`config.mk`:
```
export PLATFORM = sky130hd
export DESIGN_NAME = fir_tap_pkg_streamer
export DESIGN_NICKNAME = d
export VERILOG_FILES = /design/src/rtl/fir_tap_pkg_streamer.sv
export SDC_FILE = /design/constraint.sdc
export NUM_CORES = 1
export LEC_CHECK = 0
export CAP_MARGIN = 20
export CORE_UTILIZATION = 52
export CTS_CLUSTER_SIZE = 10
export DETAILED_ROUTE_END_ITERATION = 10
export PLACE_DENSITY = 0.91
export SLEW_MARGIN = 15
export SYNTH_ARGS = -nofsm -noshare
export SYNTH_HDL_FRONTEND = slang
export SYNTH_SLANG_ARGS = --single-unit
export TNS_END_PERCENT = 50
```
`constraint.sdc`:
```
create_clock -name clk_i -period 3.61 [get_ports clk_i]
set_input_delay 0.5415 -clock clk_i [delete_from_list [all_inputs] [get_ports clk_i]]
set_output_delay 0.5415 -clock clk_i [all_outputs]
set_load 0.01 [all_outputs]
```
`src/rtl/fir_tap_pkg_streamer.sv`:
```
// fir_tap_pkg_streamer
// Reads coefficient words from a synchronous memory port and streams them to
// the FIR tap write bus as framed packets separated by idle gaps. A 2-entry
// skid FIFO absorbs the one-cycle read latency and downstream backpressure.
module fir_tap_pkg_streamer #(
  parameter int DATA_W   = 32,
  parameter int PKG_LEN  = 256,
  parameter int PKG_MAX  = 128,
  parameter int ADDR_W   = 15,
  parameter int PRE_GAP  = 100,
  parameter int POST_GAP = 100
) (
  input  logic              clk_i,
  input  logic              rst_i,
  input  logic              start_i,
  input  logic              abort_i,
  input  logic [7:0]        pkg_cnt_i,
  output logic              mem_rd_en_o,
  output logic [ADDR_W-1:0] mem_rd_addr_o,
  input  logic [DATA_W-1:0] mem_rd_data_i,
  output logic              fir_tap_wr_cmd_o,
  output logic              fir_tap_wr_vld_o,
  output logic [DATA_W-1:0] fir_tap_wr_data_o,
  input  logic              fir_tap_wr_rdy_i,
  output logic [7:0]        pkg_idx_o,
  output logic              busy_o,
  output logic              done_o,
  output logic              err_o
);

  localparam int GAP_MAX = (PRE_GAP > POST_GAP) ? PRE_GAP : POST_GAP;
  localparam int GAP_W   = $clog2(GAP_MAX + 1);
  localparam int CNT_W   = $clog2(PKG_LEN + 1);

  localparam logic [2:0] ST_IDLE  = 3'd0;
  localparam logic [2:0] ST_PRE   = 3'd1;
  localparam logic [2:0] ST_BURST = 3'd2;
  localparam logic [2:0] ST_POST  = 3'd3;
  localparam logic [2:0] ST_DONE  = 3'd4;

  logic [2:0]        state_q, state_d;
  logic [GAP_W-1:0]  gap_q, gap_d;
  logic [CNT_W-1:0]  rd_cnt_q, rd_cnt_d;
  logic [CNT_W-1:0]  xfer_cnt_q, xfer_cnt_d;
  logic [7:0]        pkg_idx_q, pkg_idx_d;
  logic [7:0]        pkg_cnt_q, pkg_cnt_d;
  logic              err_q, err_d;
  logic              inflight_q, inflight_d;
  logic [1:0]        fifo_cnt_q, fifo_cnt_d;
  logic [DATA_W-1:0] head_q, head_d;
  logic [DATA_W-1:0] tail_q, tail_d;

  logic       pop;
  logic       flush;
  logic       pre_last;
  logic       cnt_legal;
  logic       last_xfer;
  logic       rd_en;
  logic [2:0] pending;

  assign pop       = (fifo_cnt_q != 2'd0) && fir_tap_wr_rdy_i;
  assign flush     = abort_i && (state_q != ST_IDLE);
  assign pre_last  = (state_q == ST_PRE) && (gap_q == GAP_W'(PRE_GAP - 1));
  assign cnt_legal = (pkg_cnt_i != 8'd0) && (32'(pkg_cnt_i) <= 32'(PKG_MAX));
  assign last_xfer = pop && (xfer_cnt_q == CNT_W'(PKG_LEN - 1));
  // Words held or in flight after this cycle, counting a same-cycle pop.
  assign pending   = 3'(fifo_cnt_q) + 3'(inflight_q) - 3'(pop);

  // The first read is launched in the last pre-gap cycle so that its word is
  // presented one cycle after the frame opens; the rest follow in BURST.
  assign rd_en = ((state_q == ST_BURST) || pre_last) &&
                 (rd_cnt_q < CNT_W'(PKG_LEN)) && (pending < 3'd2) && !abort_i;

  assign mem_rd_en_o       = rd_en;
  assign mem_rd_addr_o     = rd_en ? ADDR_W'(32'(pkg_idx_q) * 32'(PKG_LEN) + 32'(rd_cnt_q))
                                   : '0;
  assign fir_tap_wr_cmd_o  = (state_q == ST_BURST);
  assign fir_tap_wr_vld_o  = (fifo_cnt_q != 2'd0);
  assign fir_tap_wr_data_o = head_q;
  assign pkg_idx_o         = pkg_idx_q;
  assign busy_o            = (state_q != ST_IDLE);
  assign done_o            = (state_q == ST_DONE);
  assign err_o             = err_q;

  // Skid FIFO: head_q is the presented word, tail_q the second entry.
  always_comb begin
    fifo_cnt_d = fifo_cnt_q;
    head_d     = head_q;
    tail_d     = tail_q;
    inflight_d = rd_en;
    case ({inflight_q, pop})
      2'b10: begin
        if (fifo_cnt_q == 2'd0) head_d = mem_rd_data_i;
        else                    tail_d = mem_rd_data_i;
        fifo_cnt_d = fifo_cnt_q + 2'd1;
      end
      2'b01: begin
        head_d     = tail_q;
        fifo_cnt_d = fifo_cnt_q - 2'd1;
      end
      2'b11: begin
        if (fifo_cnt_q == 2'd1) begin
          head_d = mem_rd_data_i;
        end else begin
          head_d = tail_q;
          tail_d = mem_rd_data_i;
        end
      end
      default: ;
    endcase
    if (flush) fifo_cnt_d = 2'd0;
  end

  // Sequencer: gaps, packet framing, packet indexing and abort handling.
  always_comb begin
    state_d    = state_q;
    gap_d      = gap_q;
    rd_cnt_d   = rd_cnt_q;
    xfer_cnt_d = xfer_cnt_q;
    pkg_idx_d  = pkg_idx_q;
    pkg_cnt_d  = pkg_cnt_q;
    err_d      = 1'b0;
    if (rd_en) rd_cnt_d = rd_cnt_q + CNT_W'(1);
    if (pop)   xfer_cnt_d = xfer_cnt_q + CNT_W'(1);
    case (state_q)
      ST_IDLE: begin
        if (start_i && !abort_i) begin
          if (cnt_legal) begin
            state_d    = ST_PRE;
            pkg_cnt_d  = pkg_cnt_i;
            pkg_idx_d  = 8'd0;
            gap_d      = '0;
            rd_cnt_d   = '0;
            xfer_cnt_d = '0;
          end else begin
            err_d = 1'b1;
          end
        end
      end
      ST_PRE: begin
        if (pre_last) begin
          state_d = ST_BURST;
          gap_d   = '0;
        end else begin
          gap_d = gap_q + GAP_W'(1);
        end
      end
      ST_BURST: begin
        if (last_xfer) begin
          state_d    = ST_POST;
          rd_cnt_d   = '0;
          xfer_cnt_d = '0;
          gap_d      = '0;
        end
      end
      ST_POST: begin
        if (gap_q == GAP_W'(POST_GAP - 1)) begin
          gap_d = '0;
          if ((9'(pkg_idx_q) + 9'd1) < 9'(pkg_cnt_q)) begin
            pkg_idx_d = pkg_idx_q + 8'd1;
            state_d   = ST_PRE;
          end else begin
            state_d = ST_DONE;
          end
        end else begin
          gap_d = gap_q + GAP_W'(1);
        end
      end
      ST_DONE: state_d = ST_IDLE;
      default: state_d = ST_IDLE;
    endcase
    if (flush) begin
      state_d    = ST_IDLE;
      gap_d      = '0;
      rd_cnt_d   = '0;
      xfer_cnt_d = '0;
    end
  end

  // State registers with synchronous reset.
  always_ff @(posedge clk_i) begin
    if (rst_i) begin
      state_q    <= ST_IDLE;
      gap_q      <= '0;
      rd_cnt_q   <= '0;
      xfer_cnt_q <= '0;
      pkg_idx_q  <= 8'd0;
      pkg_cnt_q  <= 8'd0;
      err_q      <= 1'b0;
      inflight_q <= 1'b0;
      fifo_cnt_q <= 2'd0;
      head_q     <= '0;
      tail_q     <= '0;
    end else begin
      state_q    <= state_d;
      gap_q      <= gap_d;
      rd_cnt_q   <= rd_cnt_d;
      xfer_cnt_q <= xfer_cnt_d;
      pkg_idx_q  <= pkg_idx_d;
      pkg_cnt_q  <= pkg_cnt_d;
      err_q      <= err_d;
      inflight_q <= inflight_d;
      fifo_cnt_q <= fifo_cnt_d;
      head_q     <= head_d;
      tail_q     <= tail_d;
    end
  end

endmodule

```
==> results of run 1 <==
-- cells in the final DEF, fill, tap and decap left out, types with 3 or more instances in the layout --
cell,netlist,layout
clkbuf_8,0,9
o21ai_0,7,6
xnor2_1,16,16
ha_1,19,18
dfxtp_1,112,110
nand2_1,30,29
and2_1,13,13
buf_4,0,20
nor3b_1,3,3
and3_1,8,8
nand3_1,17,17
mux2i_1,40,40
a22oi_1,33,33
nor4_1,3,3
clkinvlp_4,0,4
nor2b_1,4,4
nand4_1,7,7
nor3_1,8,8
a31oi_1,5,5
a211oi_1,34,34
nor2_1,110,109
clkbuf_2,0,10
clkdlybuf4s50_1,0,88
nor2_2,3,4
clkdlybuf4s15_1,0,5
inv_1,17,16
a21o_1,3,3
or2_2,5,4
a21oi_1,11,9
xor2_1,12,12
a211oi_2,3,3
o211ai_1,7,7
-- final cells by class --
class / count / share of cell area (%)
timing repair buffer: 124 / 16.7
clock buffer: 10 / 1.88
timing repair inverter: 1 / 0.111
multi-input combinational: 434 / 43.7
tap: 133 / 2.45
inverter: 19 / 1.11
sequential: 112 / 33.1
clock inverter: 6 / 0.885
-- where the power goes --
| group | switching (mW) | total, mW | internal [mW] |
|---|---|---|---|
| registers | 0.0291 | 1.31 | 1.28 |
| logic | 0.242 | 0.472 | 0.230 |
| clock network | 0.447 | 0.714 | 0.267 |
| total | 0.718 | 2.50 | 1.78 |
-- worst paths after layout --
path,to,slack [ns],depth (start not counted)
max reg2reg,pkg_idx_o[1],0.52,9
min reg2reg,xfer_cnt_q[1],0.49,2
min,xfer_cnt_q[1],0.49,2
max,mem_rd_addr_o[1],0.13,11
-- timing repair --
item / in CTS / in global routing
resized for setup: 23 / 30
setup endpoints to repair: 16 / 15
pin swaps: 0 / 3
cloned: 1 / 0
buffers inserted: 1 / 1
-- sequential cells by signal, indices dropped and copies added, names as in the netlist, 2 cells and up --
register / flops
fir_tap_wr_data_o: 32
tail_q: 32
rd_cnt_q: 9
xfer_cnt_q: 9
pkg_cnt_q: 8
pkg_idx_o: 8
gap_q: 7
state_q: 3
fifo_cnt_q: 2
-- stage by stage --
step | setup slack, ns | hold slack [ns] | instance area (sq um) | util, %
final | 0.130 | 0.491 | 6780 | 68.5
after global routing | -0.0162 | 0.524 | 6780 | 68.5
after CTS | 0.0556 | 0.493 | 6800 | 68.6
after detailed placement | -0.462 | 0.478 | 6600 | 66.6
after global placement | -0.443 | 0.464 | 6600 | 66.6
after floorplan | 0.0636 | 0.449 | 5390 | -
-- per-layer routing --
metal / routed length [microns] / vias up / track usage [%]
li1: - / 2340 / -
met1: 5260 / 2292 / 27.5
met2: 6480 / 191 / 43.0
met3: 931 / 37 / 6.29
met4: 303 / 0 / 9.39
met5: 0 / - / 0
-- kinds of logic after synthesis --
group                    Yosys count  synth area share (%)
AND/OR/NAND/NOR                  224                  19.8
AO/OA/AOI/OAI                    122                  17.6
flip-flops                       112                  41.6
buffers and inverters             56                  4.32
multiplexers                      40                  7.43
XOR/XNOR                          28                  4.55
adder cells (fa/ha/maj)           20                  4.78
-- worst max-delay path, cell delays in order --
cell             delay (ns)
clkdlybuf4s50_1        0.51
nand2_2                0.09
nor2_2                 0.12
o21ai_1                0.10
fa_1                   0.52
nor4b_4                0.18
nand2_1                0.12
or2_4                  0.27
clkinvlp_4             0.12
and2_1                 0.13
clkdlybuf4s15_1        0.22
==> impl_metrics.tcl, run 1 <==
set metrics [dict create \
    drive_above_1_share_pct 12.0 \
    rows 36 \
    synth-seq-cells 112 \
    grt_pass1_vias 4806 \
    antenna_found_initial 0 \
    num_vias 4860 \
    p_leak_nw 2.42 \
    via_per_inst 5.79 \
    diodes 0 \
    syn_inst 602 \
    relSlewSlack_pct 43.7 \
    grt.total_usage_pct 24.2 \
    drc 0 \
    avgSynthCellArea_sq_um 8.95 \
    crit_arrival_ns 2.94 \
    synth_edf_count 0 \
    grt_max_degree 81 \
    hold_path.class "reg -> reg" \
    required_ns 3.07 \
    synth.net_count 667 \
    die_height_microns 104 \
    post-dp-hpwl_microns 9190 \
    nNetsFinal 766 \
    clock_skew_ns 0.0160 \
    startpoint_type "input pin" \
    htreeDepth 3 \
    async_flop_share_pct 0 \
    top_level_ports 106 \
    hold_buffers 0 \
    status "finished, final reports clean" \
    finalHoldViolCount 0 \
    hold_start "xfer_cnt_q[1]" \
    multi_input_area_sq_um 2970 \
    cts_made_buffers 9 \
    wire_per_inst_microns 15.5 \
    period_share_pct 96.4 \
    cp_max_fo 6 \
    period_minus_slack_ns 3.48 \
    clockBufferDepth 2 \
    dr.first_iter.drc_count 258 \
    synth.top_cell.area_share_pct 41.6 \
    p_per_area_nw_per_um2 369 \
    critPathKind "in -> out" \
    synth_cell_type_count 60 \
    die_w_microns 104 \
    endpoint_kind "output pin" \
    yosys-top-cells-area "dfxtp_1 42%, nor2_1 7.7%, mux2i_1 7.4%" \
    gp_congestion 0.891 \
    slew_viol_final 0 \
    yosysSeqAreaShare_pct 41.6 \
    wl_microns 13000 \
    drtAntennaViolNets 0 \
    post-place-cells 820 \
    io_buffers 105 \
    maxCapViolCount 0 \
    tightest_slew_ns 0.844 \
    clock-sinks 112 \
    tritoncts "yes" \
    seqCellArea_sq_um 2240 \
    synth.most_common_cell "dfxtp_1" \
    fmax_mhz 287 \
    total_power_mw 2.50 \
    worstSkewPairLatency_ns 0.37 \
    synthFlopType "dfxtp_1" \
    overflow 0 \
    synth_warnings 0 \
    clk_root_buffer_cell "clkbuf_8" \
    ir_worst_vdd_mv 0.221 \
    fillerInstances 766 \
    r2r_start "pkg_idx_o[0]" \
    startpoint "fir_tap_wr_rdy_i" \
    start_util_pct 54.4 \
    fin_tns_setup_ns 0 \
    synth_largest_area_cell "dfxtp_1" \
    grt_pass1_wl_microns 21800 \
    drtPass1Iterations 5 \
    core_area_sq_um 9910 \
    design.die.area_sq_um 10800 \
    fin_cells 839 \
    path_clk_slew_ns 0.10 \
    synth_area_sq_um 5390 \
    netlist_top_cells_count "112 x dfxtp_1, 110 x nor2_1, 40 x mux2i_1, 34 x a211oi_1, 33 x a22oi_1" \
    finalSetupViolations 0 \
    area_growth_pct 25.9 \
]
(Power assumes the default switching activity.)
==> run 2: changes to the inputs <==
--- a/config.mk
+++ b/config.mk
@@ -14,4 +14,4 @@
 export SYNTH_ARGS = -nofsm -noshare
 export SYNTH_HDL_FRONTEND = slang
 export SYNTH_SLANG_ARGS = --single-unit
-export TNS_END_PERCENT = 50
+export TNS_END_PERCENT = 5
==> impl_metrics.tcl, run 2 (synthesis results as in run 1) <==
set metrics [dict create \
    post-dp-hpwl_microns 9190 \
    cp_max_fo 6 \
    slowest_delay_ns 0.51 \
    fin_area_sq_um 6770 \
    seqCellArea_sq_um 2240 \
    routed.top_layer "met4" \
    drtAntennaViolNets 0 \
    drc 0 \
    grt_pass1_vias 4806 \
    min_path_cells 2 \
    grt.total_usage_pct 24.2 \
    path_clk_slew_ns 0.10 \
    maxCapViolCount 0 \
    cts_made_buffers 9 \
    overflow 0 \
    p_per_area_nw_per_um2 370 \
    layout_commonest_cell "dfxtp_1" \
    htreeDepth 3 \
    period_minus_slack_ns 3.43 \
    dr.first_iter.drc_count 246 \
    reg2reg_slack_ns 0.54 \
    clockBufferDepth 2 \
    wire_per_inst_microns 15.5 \
    grt_pass1_wl_microns 21800 \
    critPathKind "reg -> out" \
    cp_top_family "simple AND/OR/NAND/NOR gates" \
    rows 36 \
    crit_arrival_ns 2.89 \
    wl_met3_microns 901 \
    finalSetupViolations 0 \
    clock_skew_ns 0.0152 \
    status "finished, final reports clean" \
    hold_start "xfer_cnt_q[1]" \
    tightest_slew_ns 0.841 \
    endpoint_kind "output pin" \
    grt_max_degree 81 \
    layout_common_cells "111 x dfxtp_1, 108 x nor2_1, 88 x clkdlybuf4s50_1, 40 x mux2i_1, 34 x a211oi_1" \
    num_vias 4856 \
    finalHoldViolCount 0 \
    crit_path_top_delay_cell "fa_1" \
    ir_worst_vdd_mv 0.221 \
    worstSkewPairLatency_ns 0.37 \
    fillerInstances 769 \
    required_ns 3.07 \
    post-place-cells 820 \
    design.die.area_sq_um 10800 \
    placed_area_sq_um 6600 \
    rr_worst_depth 9 \
    antenna_found_initial 0 \
    io_buffers 105 \
    wl_microns 13000 \
    hold_slack_ns 0.490 \
    cpMostUsedCell "inv_1" \
    relSlewSlack_pct 43.9 \
    timing.critical_path.buf_inv 5 \
    nNetsFinal 766 \
    intPower_mw 1.78 \
    power_switching_mw 0.721 \
    diodes 0 \
    drtPass1Iterations 6 \
    start_util_pct 54.4 \
    die_height_microns 104 \
    hold_buffers 0 \
    area_growth_pct 25.5 \
    drive_above_1_share_pct 12.5 \
    drt-met1-wl_microns 5300 \
    hold_path.class "reg -> reg" \
    clock-sinks 112 \
    startpoint_type "flip-flop" \
    seq_power_share_pct 52.5 \
    slew_viol_final 0 \
    via_per_inst 5.79 \
    core_area_sq_um 9910 \
    top_level_ports 106 \
    die_w_microns 104 \
    period_share_pct 95.0 \
    fmax_mhz 291 \
    multi_input_area_sq_um 2970 \
    path_cells "inv_1 > ha_2 > inv_1 > nand2_2 > clkinv_1 > nor2_1 > o21ai_0 > fa_1 > nor4b_4 > nand2_1 > or2_4 > clkinvlp_4 > and2_1 > clkdlybuf4s15_1" \
    final_util_pct 68.3 \
    rsz0062_at_grt "true" \
    tritoncts "yes" \
    r2r_start "pkg_idx_o[0]" \
    gp_congestion 0.891 \
    cp.depth 14 \
    combPwrFrac_pct 18.8 \
    fin_cells 839 \
    fin_tns_setup_ns 0 \
    clkPwrFrac_pct 28.7 \
    netSwitchingFraction_pct 28.8 \
    clk_root_buffer_cell "clkbuf_8" \
    p_leak_nw 2.41 \
    worstReg2RegEnd "pkg_idx_o[1]" \
    hold_end "xfer_cnt_q[1]" \
    met2_length_microns 6500 \
]
[run 2: cell types whose count changed in the layout (fill, tap and decap cells not counted)]
cell,delta
clkbuf_2,+3
dfxtp_1,+1
inv_2,-1
clkinv_1,+1
nor2_2,+1
dfxtp_2,-1
buf_2,+1
o21ai_1,-1
clkdlybuf4s15_1,-4
nor2_1,-1
o21ai_0,+1
[run 2: tightest hold or removal path: cells and delay by family (launching register included)]
kind	cells	cell delay [ns]
flip-flops	1	0.34
AO/OA/AOI/OAI	1	0.05
AND/OR/NAND/NOR	1	0.06
[run 2: routing by layer]
metal / vias up / track usage (%)
met5: - / 0
met4: 0 / 9.39
met3: 31 / 6.29
met2: 183 / 43.0
met1: 2299 / 27.5
li1: 2343 / -
[run 2: stage by stage]
stage	total power, mW	setup WS [ns]
6_report	2.50	0.179
5_1_grt	2.61	-0.0476
4_1_cts	2.52	0.0556
3_5_place_dp	1.80	-0.462
3_3_place_gp	1.78	-0.443
2_1_floorplan	1.58	0.0636
[run 2: timing repair]
action	4_1_cts	5_1_grt
pin swaps	0	2
cloned	1	0
gates resized for setup	23	33
endpoints found under the setup margin	16	15
setup buffers	1	1
[run 2: how the worst max path moves through the flow]
stage,start,to,slack [ns]
after floorplan,fifo_cnt_q[1],mem_rd_addr_o[0],0.06
after detailed placement,fir_tap_wr_rdy_i,mem_rd_addr_o[0],-0.46
after CTS,fifo_cnt_q[0],mem_rd_addr_o[0],0.06
after global placement,fir_tap_wr_rdy_i,mem_rd_addr_o[0],-0.44
final,fifo_cnt_q[0],mem_rd_addr_o[3],0.18
after global routing,fifo_cnt_q[0],mem_rd_addr_o[3],-0.05
[run 2: power groups by stage]
| stage | sequential (mW) | clock [mW] | combinational, mW |
|---|---|---|---|
| floorplan | 1.36 | 0 | 0.222 |
| global placement | 1.34 | 0 | 0.442 |
| detailed placement | 1.34 | 0 | 0.459 |
| CTS | 1.31 | 0.738 | 0.464 |
| global route | 1.32 | 0.779 | 0.511 |
| finish | 1.31 | 0.719 | 0.471 |
[run 2: layout make-up]
cell class / instances / area share [%]
Clock inverter: 6 / 0.888
Sequential cell: 112 / 33.2
Timing Repair Buffer: 124 / 16.5
Tap cell: 133 / 2.46
Clock buffer: 10 / 1.89
Inverter: 19 / 1.11
Timing Repair inverter: 1 / 0.111
Multi-Input combinational cell: 434 / 43.9
==> run 3: changes to the inputs <==
--- a/config.mk
+++ b/config.mk
@@ -10,6 +10,7 @@
 export CTS_CLUSTER_SIZE = 10
 export DETAILED_ROUTE_END_ITERATION = 10
 export PLACE_DENSITY = 0.91
+export SKIP_LAST_GASP = 1
 export SLEW_MARGIN = 15
 export SYNTH_ARGS = -nofsm -noshare
 export SYNTH_HDL_FRONTEND = slang
==> impl_metrics.tcl, run 3 (synthesis results as in run 1) <==
set metrics [dict create \
    worst_slack_ns -0.178 \
    combPwrFrac_pct 18.7 \
    slowest_delay_ns 0.52 \
    post-dp-hpwl_microns 9190 \
    period_share_pct 105 \
    ir_worst_vdd_mv 0.221 \
    final_util_pct 68.9 \
    nNetsFinal 765 \
    fin_tns_setup_ns -0.836 \
    top_level_ports 106 \
    placed_area_sq_um 6600 \
    hold_path.class "reg -> reg" \
    grt.total_usage_pct 24.2 \
    cts_made_buffers 9 \
    p_per_area_nw_per_um2 365 \
    start_util_pct 54.4 \
    cpMostUsedCell "inv_1" \
    overflow 0 \
    dr.first_iter.drc_count 241 \
    relSlewSlack_pct 43.6 \
    violations "negative setup slack" \
    rows 36 \
    io_buffers 105 \
    antenna_found_initial 0 \
    intPower_mw 1.78 \
    p_leak_nw 2.54 \
    clock-sinks 112 \
    fin_area_sq_um 6830 \
    die_w_microns 104 \
    crit_arrival_ns 3.25 \
    timing.critical_path.buf_inv 4 \
    clkPwrFrac_pct 28.6 \
    num_vias 4803 \
    path_clk_slew_ns 0.10 \
    cp_top_family "simple AND/OR/NAND/NOR gates" \
    rsz0062_at_grt "true" \
    tightest_slew_ns 0.847 \
    finalSetupViolations 5 \
    drive_above_1_share_pct 9.79 \
    status "complete, but fails checks" \
    htreeDepth 3 \
    critPathKind "reg -> out" \
    endpoint_kind "output pin" \
    worstSkewPairLatency_ns 0.37 \
    drc 0 \
    core_area_sq_um 9910 \
    area_growth_pct 26.7 \
    grt_pass1_wl_microns 21800 \
    slew_viol_final 0 \
    seq_power_share_pct 52.7 \
    drtPass1Iterations 5 \
    netSwitchingFraction_pct 28.7 \
    cp_max_fo 6 \
    startpoint_type "flip-flop" \
    total_power_mw 2.49 \
    drtAntennaViolNets 0 \
    layout_commonest_cell "dfxtp_1" \
    fmax_mhz 264 \
    clock_skew_ns 0.0169 \
    tritoncts "yes" \
    design.die.area_sq_um 10800 \
    grt_max_degree 81 \
    crit_path_top_delay_cell "clkdlybuf4s50_1" \
    required_ns 3.07 \
    period_minus_slack_ns 3.79 \
    die_height_microns 104 \
    diodes 0 \
    via_per_inst 5.73 \
    maxCapViolCount 0 \
    clockBufferDepth 2 \
    wl_microns 13000 \
    path_cells "inv_1 > ha_1 > inv_1 > nand2_2 > nor2_2 > o21ai_0 > fa_1 > nor4b_2 > nand2_1 > or2_4 > clkinvlp_4 > and2_1 > clkdlybuf4s50_1" \
    layout_common_cells "112 x dfxtp_1, 109 x nor2_1, 93 x clkdlybuf4s50_1, 40 x mux2i_1, 34 x a211oi_1" \
    grt_pass1_vias 4802 \
    gp_congestion 0.891 \
    wire_per_inst_microns 15.5 \
    power_switching_mw 0.716 \
    finalHoldViolCount 0 \
    clk_root_buffer_cell "clkbuf_8" \
]
## run 3: cell types whose count changed in the layout (fill, tap and decap cells not counted), sizes merged
cell           previous run  this run
dlymetal6s2s              0         8
clkdlybuf4s15             1         0
dlygate4sd2               0         3
clkbuf                   23        10
clkdlybuf4s50            88        93
buf                      22        19
## run 3: final cells by class
class                   count  area (sq um)
repair inverters            1          7.51
inverters                  19          75.1
repair buffers            123          1200
flip-flops and latches    112          2240
clock inverters             6          60.1
well taps                 133           166
fillers                   762          3080
clock buffers              10           128
multi-input cells         434          2960
## run 3: worst min-delay path, stage by stage, from the launching register on
cell and delay [ns]:
dfxtp_1 0.34, nand2_1 0.06, a21oi_1 0.05
## run 3: final timing paths
kind	start	endpoint	slack, ns	depth (start not counted)
setup / recovery	fifo_cnt_q[0]	mem_rd_addr_o[7]	-0.18	13
hold / removal	xfer_cnt_q[1]	xfer_cnt_q[1]	0.49	2
setup reg to reg	pkg_idx_o[0]	pkg_idx_o[1]	0.50	9
hold reg to reg	xfer_cnt_q[1]	xfer_cnt_q[1]	0.49	2
## run 3: power by group through the flow
stage / logic, mW / registers, mW / clock network, mW
global placement: 0.442 / 1.34 / 0
finish: 0.465 / 1.31 / 0.714
detailed placement: 0.459 / 1.34 / 0
CTS: 0.462 / 1.31 / 0.738
global route: 0.504 / 1.32 / 0.779
floorplan: 0.222 / 1.36 / 0
## run 3: through the flow
step | cells | setup WS, ns | hold WS (ns)
detailed placement | 820 | -0.462 | 0.478
global placement | 820 | -0.443 | 0.464
finish | 838 | -0.178 | 0.490
global route | 838 | -0.382 | 0.524
floorplan | 602 | 0.0636 | 0.449
CTS | 838 | -0.271 | 0.493
## run 3: layer usage
metal | GRT usage [%] | vias to the layer above | part of all wire [%]
met5 | 0 | - | 0
met4 | 9.39 | 0 | 2.1
li1 | - | 2333 | -
met2 | 42.9 | 182 | 51
met3 | 6.29 | 29 | 7.1
met1 | 27.5 | 2259 | 40
## run 3: repair_timing
action	in CTS	in global routing
hold endpoints to repair	0	0
setup endpoints to repair	16	16
hold buffers	0	0
pin swaps	0	1
resized for setup	7	10
buffers inserted	1	0
cloned	1	0
